`src/rtl/banco_movimenta_tiros_pkg.sv`:
```
// Shared definitions for the shot table: heading codes, FSM state codes and
// default table/grid dimensions.
package banco_movimenta_tiros_pkg;

    localparam int N_TIROS_PADRAO = 4;
    localparam int W_COORD_PADRAO = 4;

    localparam logic [1:0] DIR_CIMA     = 2'b00;
    localparam logic [1:0] DIR_DIREITA  = 2'b01;
    localparam logic [1:0] DIR_BAIXO    = 2'b10;
    localparam logic [1:0] DIR_ESQUERDA = 2'b11;

    typedef enum logic [4:0] {
        INICIO        = 5'd0,
        ESPERA        = 5'd1,
        VARRE         = 5'd2,
        FIM_MOVIMENTO = 5'd3,
        INSERE        = 5'd4
    } estado_t;

endpackage

```
`src/rtl/banco_movimenta_tiros_encontra_slot_livre.sv`:
```
// Priority encoder over the rendered bits: lowest-index free slot and a flag
// telling whether any slot is free at all.
module encontra_slot_livre #(
    parameter int N_TIROS = 4,
    parameter int W_IDX   = 2
) (
    input  logic [N_TIROS-1:0] renderizado,
    output logic [W_IDX-1:0]   indice_livre,
    output logic               tem_livre
);

    always_comb begin
        indice_livre = '0;
        tem_livre    = 1'b0;
        // Scanning downwards lets the lowest free index be the last one written.
        for (int i = N_TIROS - 1; i >= 0; i--) begin
            if (!renderizado[i]) begin
                indice_livre = W_IDX'(i);
                tem_livre    = 1'b1;
            end
        end
    end

endmodule

```
`src/rtl/banco_movimenta_tiros.sv`:
```
// Active-shot table: holds shot positions/headings, advances rendered shots one
// cell per movement sweep and inserts pending fire requests into free slots.
//
// state         | meaning
// inicio        | post-reset, goes straight to espera
// espera        | idle; accepts a move tick or services a pending fire
// varre         | moves slot idx, one slot per cycle
// fim_movimento | one-cycle end-of-sweep pulse
// insere        | writes the latched shot into the lowest free slot
module banco_movimenta_tiros
    import banco_movimenta_tiros_pkg::*;
#(
    parameter int N_TIROS = N_TIROS_PADRAO,
    parameter int W_IDX   = 2,
    parameter int W_COORD = W_COORD_PADRAO
) (
    input  logic               clock,
    input  logic               reset,
    input  logic               dispara,
    input  logic [W_COORD-1:0] pos_nave_x,
    input  logic [W_COORD-1:0] pos_nave_y,
    input  logic [1:0]         direcao_nave,
    input  logic               move_tiros,
    input  logic               enable_load_tiro,
    input  logic               loaded_tiro,
    input  logic [W_IDX-1:0]   indice_escrita,
    input  logic [W_IDX-1:0]   indice_leitura,
    output logic [W_COORD-1:0] tiro_x,
    output logic [W_COORD-1:0] tiro_y,
    output logic               tiro_renderizado,
    output logic               ocupado,
    output logic               s_fim_movimento,
    output logic               tiro_descartado,
    output logic [4:0]         db_estado
);

    localparam logic [W_COORD-1:0] COORD_MAX  = '1;
    localparam logic [W_IDX-1:0]   IDX_ULTIMO = W_IDX'(N_TIROS - 1);

    estado_t estado, proximo;

    logic [W_COORD-1:0] pos_x [N_TIROS];
    logic [W_COORD-1:0] pos_y [N_TIROS];
    logic [1:0]         dir   [N_TIROS];
    logic [N_TIROS-1:0] renderizado;

    logic               pendente;
    logic [W_COORD-1:0] lat_x, lat_y;
    logic [1:0]         lat_dir;
    logic [W_IDX-1:0]   idx;

    logic [W_IDX-1:0]   indice_livre;
    logic               tem_livre;
    logic [W_COORD-1:0] prox_x, prox_y;
    logic               sai_grade;

    encontra_slot_livre #(
        .N_TIROS (N_TIROS),
        .W_IDX   (W_IDX)
    ) u_encontra_slot_livre (
        .renderizado  (renderizado),
        .indice_livre (indice_livre),
        .tem_livre    (tem_livre)
    );

    always_comb begin
        prox_x    = pos_x[idx];
        prox_y    = pos_y[idx];
        sai_grade = 1'b0;
        case (dir[idx])
            DIR_CIMA:     if (pos_y[idx] == '0)       sai_grade = 1'b1; else prox_y = pos_y[idx] - 1'b1;
            DIR_DIREITA:  if (pos_x[idx] == COORD_MAX) sai_grade = 1'b1; else prox_x = pos_x[idx] + 1'b1;
            DIR_BAIXO:    if (pos_y[idx] == COORD_MAX) sai_grade = 1'b1; else prox_y = pos_y[idx] + 1'b1;
            default:      if (pos_x[idx] == '0)       sai_grade = 1'b1; else prox_x = pos_x[idx] - 1'b1;
        endcase
    end

    always_ff @(posedge clock or negedge reset) begin
        if (!reset) estado <= INICIO;
        else        estado <= proximo;
    end

    always_comb begin
        proximo         = estado;
        s_fim_movimento = 1'b0;
        tiro_descartado = 1'b0;
        case (estado)
            INICIO: proximo = ESPERA;
            ESPERA: begin
                if (move_tiros)    proximo = VARRE;
                else if (pendente) proximo = INSERE;
            end
            VARRE: if (idx == IDX_ULTIMO) proximo = FIM_MOVIMENTO;
            FIM_MOVIMENTO: begin
                s_fim_movimento = 1'b1;
                proximo         = ESPERA;
            end
            INSERE: begin
                tiro_descartado = !tem_livre;
                proximo         = ESPERA;
            end
            default: proximo = INICIO;
        endcase
    end

    always_ff @(posedge clock or negedge reset) begin
        if (!reset) begin
            for (int i = 0; i < N_TIROS; i++) begin
                pos_x[i] <= '0;
                pos_y[i] <= '0;
                dir[i]   <= '0;
            end
            renderizado <= '0;
            pendente    <= 1'b0;
            lat_x       <= '0;
            lat_y       <= '0;
            lat_dir     <= '0;
            idx         <= '0;
        end else begin
            if (estado == ESPERA && move_tiros) idx <= '0;
            else if (estado == VARRE)           idx <= idx + 1'b1;

            // A fresh request arriving while the previous one is serviced stays pending.
            if (dispara) begin
                pendente <= 1'b1;
                lat_x    <= pos_nave_x;
                lat_y    <= pos_nave_y;
                lat_dir  <= direcao_nave;
            end else if (estado == INSERE) begin
                pendente <= 1'b0;
            end

            if (estado == VARRE && renderizado[idx]) begin
                if (sai_grade) begin
                    renderizado[idx] <= 1'b0;
                end else begin
                    pos_x[idx] <= prox_x;
                    pos_y[idx] <= prox_y;
                end
            end

            if (estado == INSERE && tem_livre) begin
                pos_x[indice_livre]       <= lat_x;
                pos_y[indice_livre]       <= lat_y;
                dir[indice_livre]         <= lat_dir;
                renderizado[indice_livre] <= 1'b1;
            end

            // Last assignment: the kill port overrides the rendered bit.
            if (enable_load_tiro) renderizado[indice_escrita] <= loaded_tiro;
        end
    end

    assign tiro_x           = pos_x[indice_leitura];
    assign tiro_y           = pos_y[indice_leitura];
    assign tiro_renderizado = renderizado[indice_leitura];
    assign ocupado          = (estado != ESPERA);
    assign db_estado        = estado;

endmodule
```
`config.mk`:
```
export PLATFORM = sky130hd
export DESIGN_NAME = banco_movimenta_tiros
export DESIGN_NICKNAME = d
export VERILOG_FILES = /design/src/rtl/banco_movimenta_tiros_pkg.sv /design/src/rtl/banco_movimenta_tiros_encontra_slot_livre.sv /design/src/rtl/banco_movimenta_tiros.sv
export SDC_FILE = /design/constraint.sdc
export NUM_CORES = 1
export LEC_CHECK = 0
export ABC_AREA = 1
export BUFFER_PORTS_ARGS = -buffer_cell sky130_fd_sc_hd__clkbuf_2
export CAP_MARGIN = 40
export CELL_PAD_IN_SITES_DETAIL_PLACEMENT = 0
export CELL_PAD_IN_SITES_GLOBAL_PLACEMENT = 1
export CORE_UTILIZATION = 42
export DETAILED_ROUTE_END_ITERATION = 10
export PLACE_DENSITY_LB_ADDON = 0.1
export SYNTH_ARGS = -nofsm -noshare
export SYNTH_HDL_FRONTEND = slang
export SYNTH_HIERARCHICAL = 1
export SYNTH_SLANG_ARGS = --single-unit
```
`constraint.sdc`:
```
create_clock -name clock -period 3.4 [get_ports clock]
set_input_delay 0.51 -clock clock [delete_from_list [all_inputs] [get_ports clock]]
set_output_delay 0.51 -clock clock [all_outputs]
set_load 0.01 [all_outputs]
```
==> results of run 1 <==
[state kept, by name, indices dropped and copies added (netlist names)]
register     count
pendente         1
pos_x           16
db_estado        3
renderizado      4
lat_dir          2
lat_x            4
idx              2
pos_y           16
dir              8
lat_y            4
[power by group through the flow]
stage	Clock [mW]	Combinational, mW	Sequential [mW]
2_1_floorplan	0	1.80	1.16
3_3_place_gp	0	2.39	1.22
3_5_place_dp	0	2.40	1.22
4_1_cts	0.628	2.41	1.21
5_1_grt	0.659	2.78	1.25
6_report	0.623	2.43	1.21
[metrics by stage]
stage / utilization, % / instance area (um2) / cells
final: 49.1 / 4580 / 818
after CTS: 49.1 / 4580 / 818
after global placement: 47.2 / 4400 / 802
after global routing: 49.1 / 4580 / 818
after floorplan: - / 4090 / 649
after detailed placement: 47.2 / 4400 / 802
[layer usage]
layer  vias to the layer above  wire, um
met5                         -         0
met4                         0       182
met3                        16       920
met2                       137      5820
met1                      1966      5820
li1                       2126         -
[placed cells by master (no fill, tap or decap), types with 3 or more instances in the layout]
cell      synthesis  layout
nand2_1         257     257
clkbuf_8          0      10
a21oi_1          32      32
o21ai_0          29      29
clkinv_1          5       5
dfrtp_1          60      60
nor2_1           39      39
nor3_1            3       3
ha_1              8       8
inv_2            10      10
clkbuf_2          0      34
nand4_1           4       4
nand3_1          90      90
buf_4             6       8
nor4_1            5       5
a31oi_1           4       4
nand2_2           7       7
inv_1            67      67
[synthesized netlist by cell type (2+ instances only)]
cell type and number:
clkinv_1 5, nor2_2 2, nor2_1 39, nor3_1 3, ha_1 8, nor4_1 5, nand4_1 4, nand2_2 7
o21ai_0 29, a31oi_1 4, a21oi_1 32, inv_1 67, o22ai_1 2, buf_4 6, inv_2 10, nand2_1 257
clkbuf_1 9, buf_2 3, dfrtp_1 60, nand3_1 90
[path summary, 6_finish.rpt]
path / from / to / slack (ps) / depth (start not counted)
min in group clock: move_tiros / db_estado[2]$_DFFE_PN0P_ / 330 / 2
hold / removal: reset / lat_dir[0]$_DFFE_PN0P_ / 160 / 2
setup reg to reg: idx[1]$_DFFE_PN0N_ / pos_x[6]$_DFF_PN0_ / 560 / 14
setup / recovery: idx[1]$_DFFE_PN0N_ / pos_x[6]$_DFF_PN0_ / 560 / 14
max in group asynchronous: reset / pos_x[13]$_DFF_PN0_ / 2960 / 2
hold reg to reg: dir[4]$_DFFE_PN0P_ / dir[4]$_DFFE_PN0P_ / 490 / 2
[cell families (layout without fill, tap and decap cells)]
kind of cell    after synthesis  after routing  share of synthesized area (%)
fa+ha+maj                     8              8                           2.45
xor+xnor                      2              2                          0.428
buf+inv                     101            141                           10.1
simple gates                407            407                           41.3
flops                        60             60                           36.7
other cells                   1              2                         0.0917
compound gates               69             69                           8.90
[final cells by class]
cell class                 count  area, um2
fill                        1027       4740
timing repair buffer          43        250
sequential                    60       1500
tap                          129        161
clock inverter                 6       47.5
multi-input combinational    488       2180
clock buffer                  10        138
inverter                      82        308
[worst register-to-register path, stage by stage (launching register included)]
cell and delay, ps:
dfrtp_1 590, inv_2 330, nand3_1 110, nand2_1 210
inv_1 90, ha_1 200, inv_1 80, nor2_1 70
nand3_1 100, nand2_2 90, o21ai_4 350, buf_4 260
nand3_1 90, nand3_1 110, nand2_1 60
==> impl_results.md, run 1 <==
* Status: finished clean
* Die width at slightly above 100 um
* Hold WS at 159 ps
* First-pass GRT wire length at 20600 um
* Critical Path RT at about 3600 ps
* CP max stage delay at approximately 600 ps
* Buffers and inverters on the worst path at 4
* Clk_lat worst skew at approximately 360 ps
* Max-Cap Viols at 0
* H-tree depth at 3
* DR iter-0 viols at around 270
* Wire length per cell at roughly 16 um
* Synth Warn # at 6
* Post-synth top flop: dfrtp_1
* Seq/Total Area, Yosys at approximately 37%
* Met3 Usage GRT at between 5 and 6%
* Die H at 101 um
* Yosys reg bits at 60
* Async SR Flop Fraction at 100%
* CTS Hold Bufs at 0
* Input/output buffers at 34
* Cell Chain, Critical Path: inv_2 -> nand3_1 -> nand2_1 -> inv_1 -> ha_1 -> inv_1 -> nor2_1 -> nand3_1 -> nand2_2 -> o21ai_4 -> buf_4 -> nand3_1 -> nand3_1 -> nand2_1
* Setup violators final at 0
* Actual slew at the worst max-slew pin at 774 ps
* Area contributors post-synth: dfrtp_1 37%, nand2_1 24%, nand3_1 11%, inv_1 6.2%, a21oi_1 3.9%
* Vias in the first global route at roughly 4000
* Slowest CP cell: dfrtp_1
* Pre-CTS WS at around 630 ps
* Nets at 712
* Die ar. at approximately 10000 um2
* Netlist cell types at 26
* Period minus WS final at about 2800 ps
* Drt drc at 0
* Hold crit path type: in2async
* Seq pwr share at between 20 and 30%
* Final hold violation count at 0
* GRT overflow at 0
* Core ar. at between 9000 and 10000 um2
* P&R area growth vs syn at 12.1%
* Power share of the combinational group at a little under three fifths
* Clk slew on worst S/H paths at approximately 90 ps
* First-pass iteration count of the detailed router at 7
* Cell area after synthesis at 4090 um2
* Slew HR at slightly below 50%
* Pins Over Slew Limit at 0
* Max VDD drop at approximately 0.30 mV
* Initial Util at a little over two fifths
* Post-route ant nets at 0
* F_max at about 350 MHz
* GRT Max-Usage Layer: met2
* Power Density at between 900 and 1000 nW/um2
* TritonCTS clock tree: built
* Total power at roughly 4.3 mW
* Clk_skew at approximately 20 ps
* Final setup margin at about 560 ps
* Post-CTS setup buffers at 0
* Setup_tns at 0 ps
* Root Driver: clkbuf_8
* Clk pwr share at between 10% and 20%
* Vias/cell at roughly 5.2
* Internal Power at roughly 2.0 mW
* CTS Buf Count at 9
* Worst setup SP type: register
* Post-synth EDFFs at 0
* Resized Gates After CTS at 0
* Clk sinks at 60
* Boundary Pins at 37
* Global placer's final weighted congestion at about 0.93
* Leakage at about 2.5 nW
* Post-synth top area cell: dfrtp_1
* Tcrit/Tclk final at 83.5%
* Via count at around 4200
* Top-area cell type share of the netlist area at between 30% and 40%
* Syn Area/Cell at roughly 6.3 um2
* Crit end category: register
* Cell family with most CP delay: simple AND/OR/NAND/NOR gates
* Critical Path Fanout Max at 14
* CP Class: reg2reg
* Site Rows at 35
* Clock buffer depth at 2
* HPWL Detailed at around 9000 um
* Met1 usage at 37.9%
* RSZ-0062 raised after global routing: no
* Initial antenna violation count at 0
* Switching Share at between 50% and 60%
* Met2 GRT Util at 42.2%
* Post-synthesis instance total at 648
* Largest net degree at the start of global routing at 61
* Worst EP arrival at about 3100 ps
* Total Wirelength at approximately 13000 um
* Crit-path most repeated cell: nand3_1
* ANT cells at 0
* GRT Total Usage at between 20% and 30%
* NetSw at roughly 2.2 mW
* Layout cells sized above 1 at 11.5%
Note: power is estimated with default switching activity, not from simulation.
==> run 2, diff against run 1 <==
ABC_AREA = 0   (was 1)
clock period = 2.3 ns   (was 3.4 ns; I/O delays follow)
==> impl_results.md, run 2 <==
* Status: complete, but fails checks
* Failing checks: negative setup slack
* Initial Util at 43.7%
* DR iter-0 viols at between 300 and 400
* Design Area, Final at 5980 um2
* Synth Warn # at 6
* Layout cells sized above 1 at roughly two fifths
* Die ar. at around 11000 um2
* Top-area cell type share of the netlist area at 34.8%
* Yosys reg bits at 60
* Clk_skew at between 10 and 15 ps
* CTS Hold Bufs at 0
* Crit end category: register
* Setup violators final at 36
* Post-synth top cells: 93 x nand2_1, 60 x dfrtp_1, 43 x o21ai_0
* Post-synthesis instance total at 475
* GRT Total Usage at between 30% and 40%
* First-pass GRT wire length at 23500 um
* Max-Cap Viols at 0
* HPWL Detailed at between 10000 and 15000 um
* H-tree depth at 3
* Boundary Pins at 37
* Initial antenna violation count at 0
* Critical Path Fanout Max at 6
* R2r setup slk at -390 ps
* GRT overflow at 0
* Nets at approximately 620
* ANT cells at 0
* F_max at between 300 and 400 MHz
* CP Class: reg2reg
* Die H at roughly 100 um
* Fillers at just under 900
* CTS Buf Count at 9
* R2r worst-path depth at 11
* Post-route ant nets at 0
* Slew HR at 57.7%
* First-pass iteration count of the detailed router at 5
* Input/output buffers at 34
* Hold crit path type: in2async
* Pins Over Slew Limit at 0
* Period minus WS final at roughly 2700 ps
* Post-synth EDFFs at 0
* Syn Area/Cell at 9.08 um2
* Async SR Flop Fraction at 100%
* Clk sinks at 60
* Seq/Total Area, Yosys at between 30% and 40%
* Post-synth top flop: dfrtp_1
* Critical Path RT at around 2600 ps
* Total Wirelength at roughly 15000 um
* Final hold violation count at 0
* Power Density at 1700 nW/um2
* Clock buffer depth at 2
* Drt drc at 0
* Netlist cell types at 55
* Regs by FF count: pos_x (16), pos_y (16), dir (8)
* Origin of the critical flop-to-flop path: idx[0]$_DFFE_PN0N_
* Reg2reg end: pos_x[15]$_DFF_PN0_
* Clk_lat worst skew at 360 ps
* Post-synth top area cell: dfrtp_1
* Commonest non-fill, non-tap cell in the layout: nand2_1
* Leakage at 2.63 nW
* RSZ-0062 raised after global routing: yes
* Core ar. at 9860 um2
* Worst setup SP type: register
* Actual slew at the worst max-slew pin at 635 ps
* Cell area after synthesis at around 4300 um2
* P&R area growth vs syn at 38.7%
* Vias in the first global route at approximately 4200
* Site Rows at 36
* Clk slew on worst S/H paths at about 80 ps
* TritonCTS clock tree: built
* Tcrit/Tclk final at 117%
* Finished Core Util at between 60 and 70%
* Vias/cell at roughly 6.1
* Via count at roughly 4500
* Global placer's final weighted congestion at 0.873
* Worst EP arrival at 2980 ps
* Post-DP Area at around 5300 um2
* Hold WS at a little under 5 ps
* Max VDD drop at roughly 0.65 mV
* Largest net degree at the start of global routing at 38
* Count leader, synth: nand2_1
* Most frequent cells in the layout: 91 x nand2_1, 88 x buf_4, 59 x dfrtp_1, 34 x clkbuf_2, 23 x nand3_1
* Wire length per cell at between 20 and 25 um
* Area contributors post-synth: dfrtp_1 35%, mux4_2 10%, nand2_1 8.1%, o21ai_0 5.0%, o311a_1 3.5%
* Final setup margin at -390 ps
* Die width at between 100 and 150 um
* Root Driver: clkbuf_8
[run 2: layout make-up]
| type | count | area (um2) | area share, % |
|---|---|---|---|
| multi-input cells | 372 | 2940 | 49.1 |
| flip-flops and latches | 60 | 1500 | 25.1 |
| repair buffers | 140 | 1120 | 18.7 |
| well taps | 133 | 166 | 2.78 |
| clock buffers | 13 | 159 | 2.66 |
| clock inverters | 3 | 68.8 | 1.15 |
| inverters | 8 | 30.0 | 0.502 |
[run 2: where the power goes]
part           internal (mW)  switching (mW)
Clock                  0.673           0.451
Sequential              1.43           0.424
Combinational           3.59            3.62
[run 2: worst max-delay path by stage]
stage / from / to / slack (ps) / cells after the start
finish: idx[0]$_DFFE_PN0N_ / pos_x[15]$_DFF_PN0_ / -390 / 11
global route: idx[0]$_DFFE_PN0N_ / pos_x[15]$_DFF_PN0_ / -460 / 11
CTS: idx[0]$_DFFE_PN0N_ / pos_y[3]$_DFF_PN0_ / -330 / 10
detailed placement: idx[0]$_DFFE_PN0N_ / pos_y[3]$_DFF_PN0_ / -430 / 10
global placement: idx[0]$_DFFE_PN0N_ / pos_x[15]$_DFF_PN0_ / -320 / 9
floorplan: idx[0]$_DFFE_PN0N_ / renderizado[3]$_DFF_PN0_ / -390 / 13
[run 2: per-layer routing]
layer / track usage (%) / wire length, um / vias to the layer above
met5: 0 / 0 / -
met3: 5.11 / 1110 / 39
met4: 11.9 / 450 / 0
met1: 42.0 / 6820 / 2218
met2: 47.8 / 6940 / 202
li1: - / - / 2020
[run 2: logic make-up after synthesis]
group                      count (synthesis)  synth area share [%]
AOI/OAI and AO/OA                        141                  22.8
xor gates and xnor gates                   1                 0.203
muxes                                     39                  15.2
and+or+nand+nor                          181                  19.6
buffers and inverters                     44                  4.99
other                                      1                0.0869
adders and majority gates                  8                  2.32
DFF                                       60                  34.8
[run 2: repair_timing]
action,4_1_cts,5_1_grt
setup endpoints to repair,36,36
pin swaps,2,15
gates cloned,1,3
resized for setup,16,63
buffers inserted,1,6
[run 2: per-stage QoR]
stage	instances	TNS (ps)	worst slack, ps	power (mW)
floorplan	476	-12550	-390	5.24
global placement	702	-9500	-317	7.53
detailed placement	702	-12310	-427	7.63
CTS	720	-10290	-331	9.02
global route	729	-13700	-460	10.8
finish	729	-10830	-390	10.2
[run 2: worst max-delay path, cell delays in order, from the launching register on]
cell and delay [ps]:
dfrtp_2 460, mux4_2 590, inv_2 110, ha_4 140, nor2b_4 140, a2bb2oi_2 60, o31a_1 260, o21a_4 180
buf_12 160, buf_12 130, o311a_1 310, o21ai_1 80
==> run 3, diff against run 2 <==
CELL_PAD_IN_SITES_DETAIL_PLACEMENT = not set   (was 0)
CELL_PAD_IN_SITES_GLOBAL_PLACEMENT = not set   (was 1)
CORE_UTILIZATION = 45   (was 42)
CTS_CLUSTER_SIZE = 8   (was not set)
PLACE_DENSITY = 0.65   (was not set)
PLACE_DENSITY_LB_ADDON = not set   (was 0.1)
==> impl_results.md, run 3 (synthesis gave the netlist of run 2 again) <==
* Die width at about 100 um
* Design Area, Final at between 5000 and 6000 um2
* Regs by FF count: pos_x (16), pos_y (16), dir (8)
* CTS Buf Count at 9
* Input/output buffers at 34
* Layout cells sized above 1 at 39.9%
* First-pass GRT wire length at approximately 22000 um
* Placed cell count at around 700
* Max VDD drop at between 0.7 and 0.8 mV
* Hold crit path type: in2reg
* HP Start: move_tiros
* Pins Over Slew Limit at 0
* Power Density at 1610 nW/um2
* Cell Chain, Critical Path: mux4_2 -> inv_2 -> ha_4 -> nor2b_4 -> a2bb2oi_2 -> o31a_1 -> o21a_4 -> buf_6 -> o211a_1 -> a311o_1
* Clk_skew at 11.5 ps
* Final setup margin at -323 ps
* Most frequent cells in the layout: 91 x buf_4, 90 x nand2_1, 59 x dfrtp_1, 34 x clkbuf_2, 23 x nand3_1
* Die ar. at around 10000 um2
* Period minus WS final at around 2600 ps
* Drt drc at 0
* Origin of the critical flop-to-flop path: idx[0]$_DFFE_PN0N_
* Critical Path RT at around 2500 ps
* Reg2reg end: pos_y[3]$_DFF_PN0_
* CP Class: reg2reg
* Vias/cell at about 6.3
* Site Rows at 35
* Post-Layout Cell Count at approximately 730
* Post-DP Area at around 5300 um2
* Leakage at 2.62 nW
* Initial antenna violation count at 0
* CP max stage delay at 560 ps
* Vias in the first global route at between 4000 and 5000
* Global placer's final weighted congestion at 0.931
* Via count at between 4000 and 5000
* Root Driver: clkbuf_8
* Final hold violation count at 0
* Status: complete, but fails checks
* GRT Total Usage at 28.9%
* Hold EP: db_estado[2]$_DFFE_PN0P_
* Crit end category: register
* Worst EP arrival at 2850 ps
* Actual slew at the worst max-slew pin at 535 ps
* First-pass iteration count of the detailed router at 6
* Largest net degree at the start of global routing at 29
* TritonCTS clock tree: built
* DR iter-0 viols at 455
* Core ar. at 9280 um2
* P&R area growth vs syn at 38.6%
* Finished Core Util at 64.4%
* Setup violators final at 36
* HPWL Detailed at between 9000 and 10000 um
* Initial Util at between 40 and 50%
* Commonest non-fill, non-tap cell in the layout: buf_4
* Slew HR at ~64%
* Clk sinks at 60
* Max-Cap Viols at 0
* RSZ-0062 raised after global routing: yes
* Clk_lat worst skew at about 350 ps
* Clock buffer depth at 2
* Clk slew on worst S/H paths at around 70 ps
* Total Wirelength at approximately 14000 um
* Post-route ant nets at 0
* GRT overflow at 0
* Failing checks: negative setup slack
* Critical Path Fanout Max at 6
* Boundary Pins at 37
* Slowest CP cell: mux4_2
* Nets at 622
* R2r setup slk at -320 ps
* Die H at around 100 um
* Worst setup SP type: register
* Tcrit/Tclk final at 114%
* ANT cells at 0
* F_max at about 380 MHz
* R2r worst-path depth at 10
* Wire length per cell at 19.7 um
* H-tree depth at 3
* Worst Hold Depth at 2
[run 3: per-stage QoR]
stage	setup TNS [ps]	power, mW	hold WS [ps]	worst slack, ps
detailed placement	-14170	7.38	223	-448
global route	-12670	10.2	193	-396
finish	-9730	9.61	182	-323
global placement	-12170	7.25	215	-404
floorplan	-12550	5.24	49.4	-390
CTS	-9200	8.85	181	-310
[run 3: worst max-delay path: cells and delay by family (launching register included)]
family                   cells  cell delay (ps)
buffers and inverters        2              220
flip-flops                   1              480
AND/OR/NAND/NOR              1              130
AO/OA/AOI/OAI                5              970
multiplexers                 1              560
adder cells (fa/ha/maj)      1              140
[run 3: layer usage]
| metal | GRT usage [%] | up-vias | part of all wire [%] |
|---|---|---|---|
| met5 | 0 | - | 0 |
| met2 | 45.3 | 228 | 47 |
| li1 | - | 2033 | - |
| met3 | 4.39 | 50 | 7.8 |
| met1 | 39.6 | 2253 | 42 |
| met4 | 13.1 | 0 | 2.7 |
[run 3: how the worst max path moves through the flow]
stage                     slack (ps)                        to          startpoint
final                           -320        pos_y[3]$_DFF_PN0_  idx[0]$_DFFE_PN0N_
after global routing            -400        pos_y[7]$_DFF_PN0_  idx[0]$_DFFE_PN0N_
after CTS                       -310        pos_y[3]$_DFF_PN0_  idx[0]$_DFFE_PN0N_
after detailed placement        -450        pos_x[2]$_DFF_PN0_  idx[0]$_DFFE_PN0N_
after global placement          -400        pos_x[2]$_DFF_PN0_  idx[0]$_DFFE_PN0N_
after floorplan                 -390  renderizado[3]$_DFF_PN0_  idx[0]$_DFFE_PN0N_
[run 3: repair_timing]
item / in CTS / in global routing
endpoints found under the setup margin: 36 / 36
resized for setup: 20 / 48
gates cloned: 1 / 3
hold endpoints to repair: 8 / 0
pin swaps: 4 / 25
hold buffers: 1 / 0
setup buffers: 6 / 6
[run 3: cell type report]
cell class	count	area [um2]
fillers	743	3310
multi-input cells	372	2910
flip-flops and latches	60	1500
repair buffers	143	1150
well taps	129	161
clock buffers	9	124
clock inverters	7	100
inverters	8	30.0
[run 3: report_power, final]
part	switching [mW]	total, mW	internal, mW
combinational	3.35	6.67	3.31
clock	0.473	1.09	0.617
sequential	0.423	1.85	1.43
total	4.25	9.61	5.36
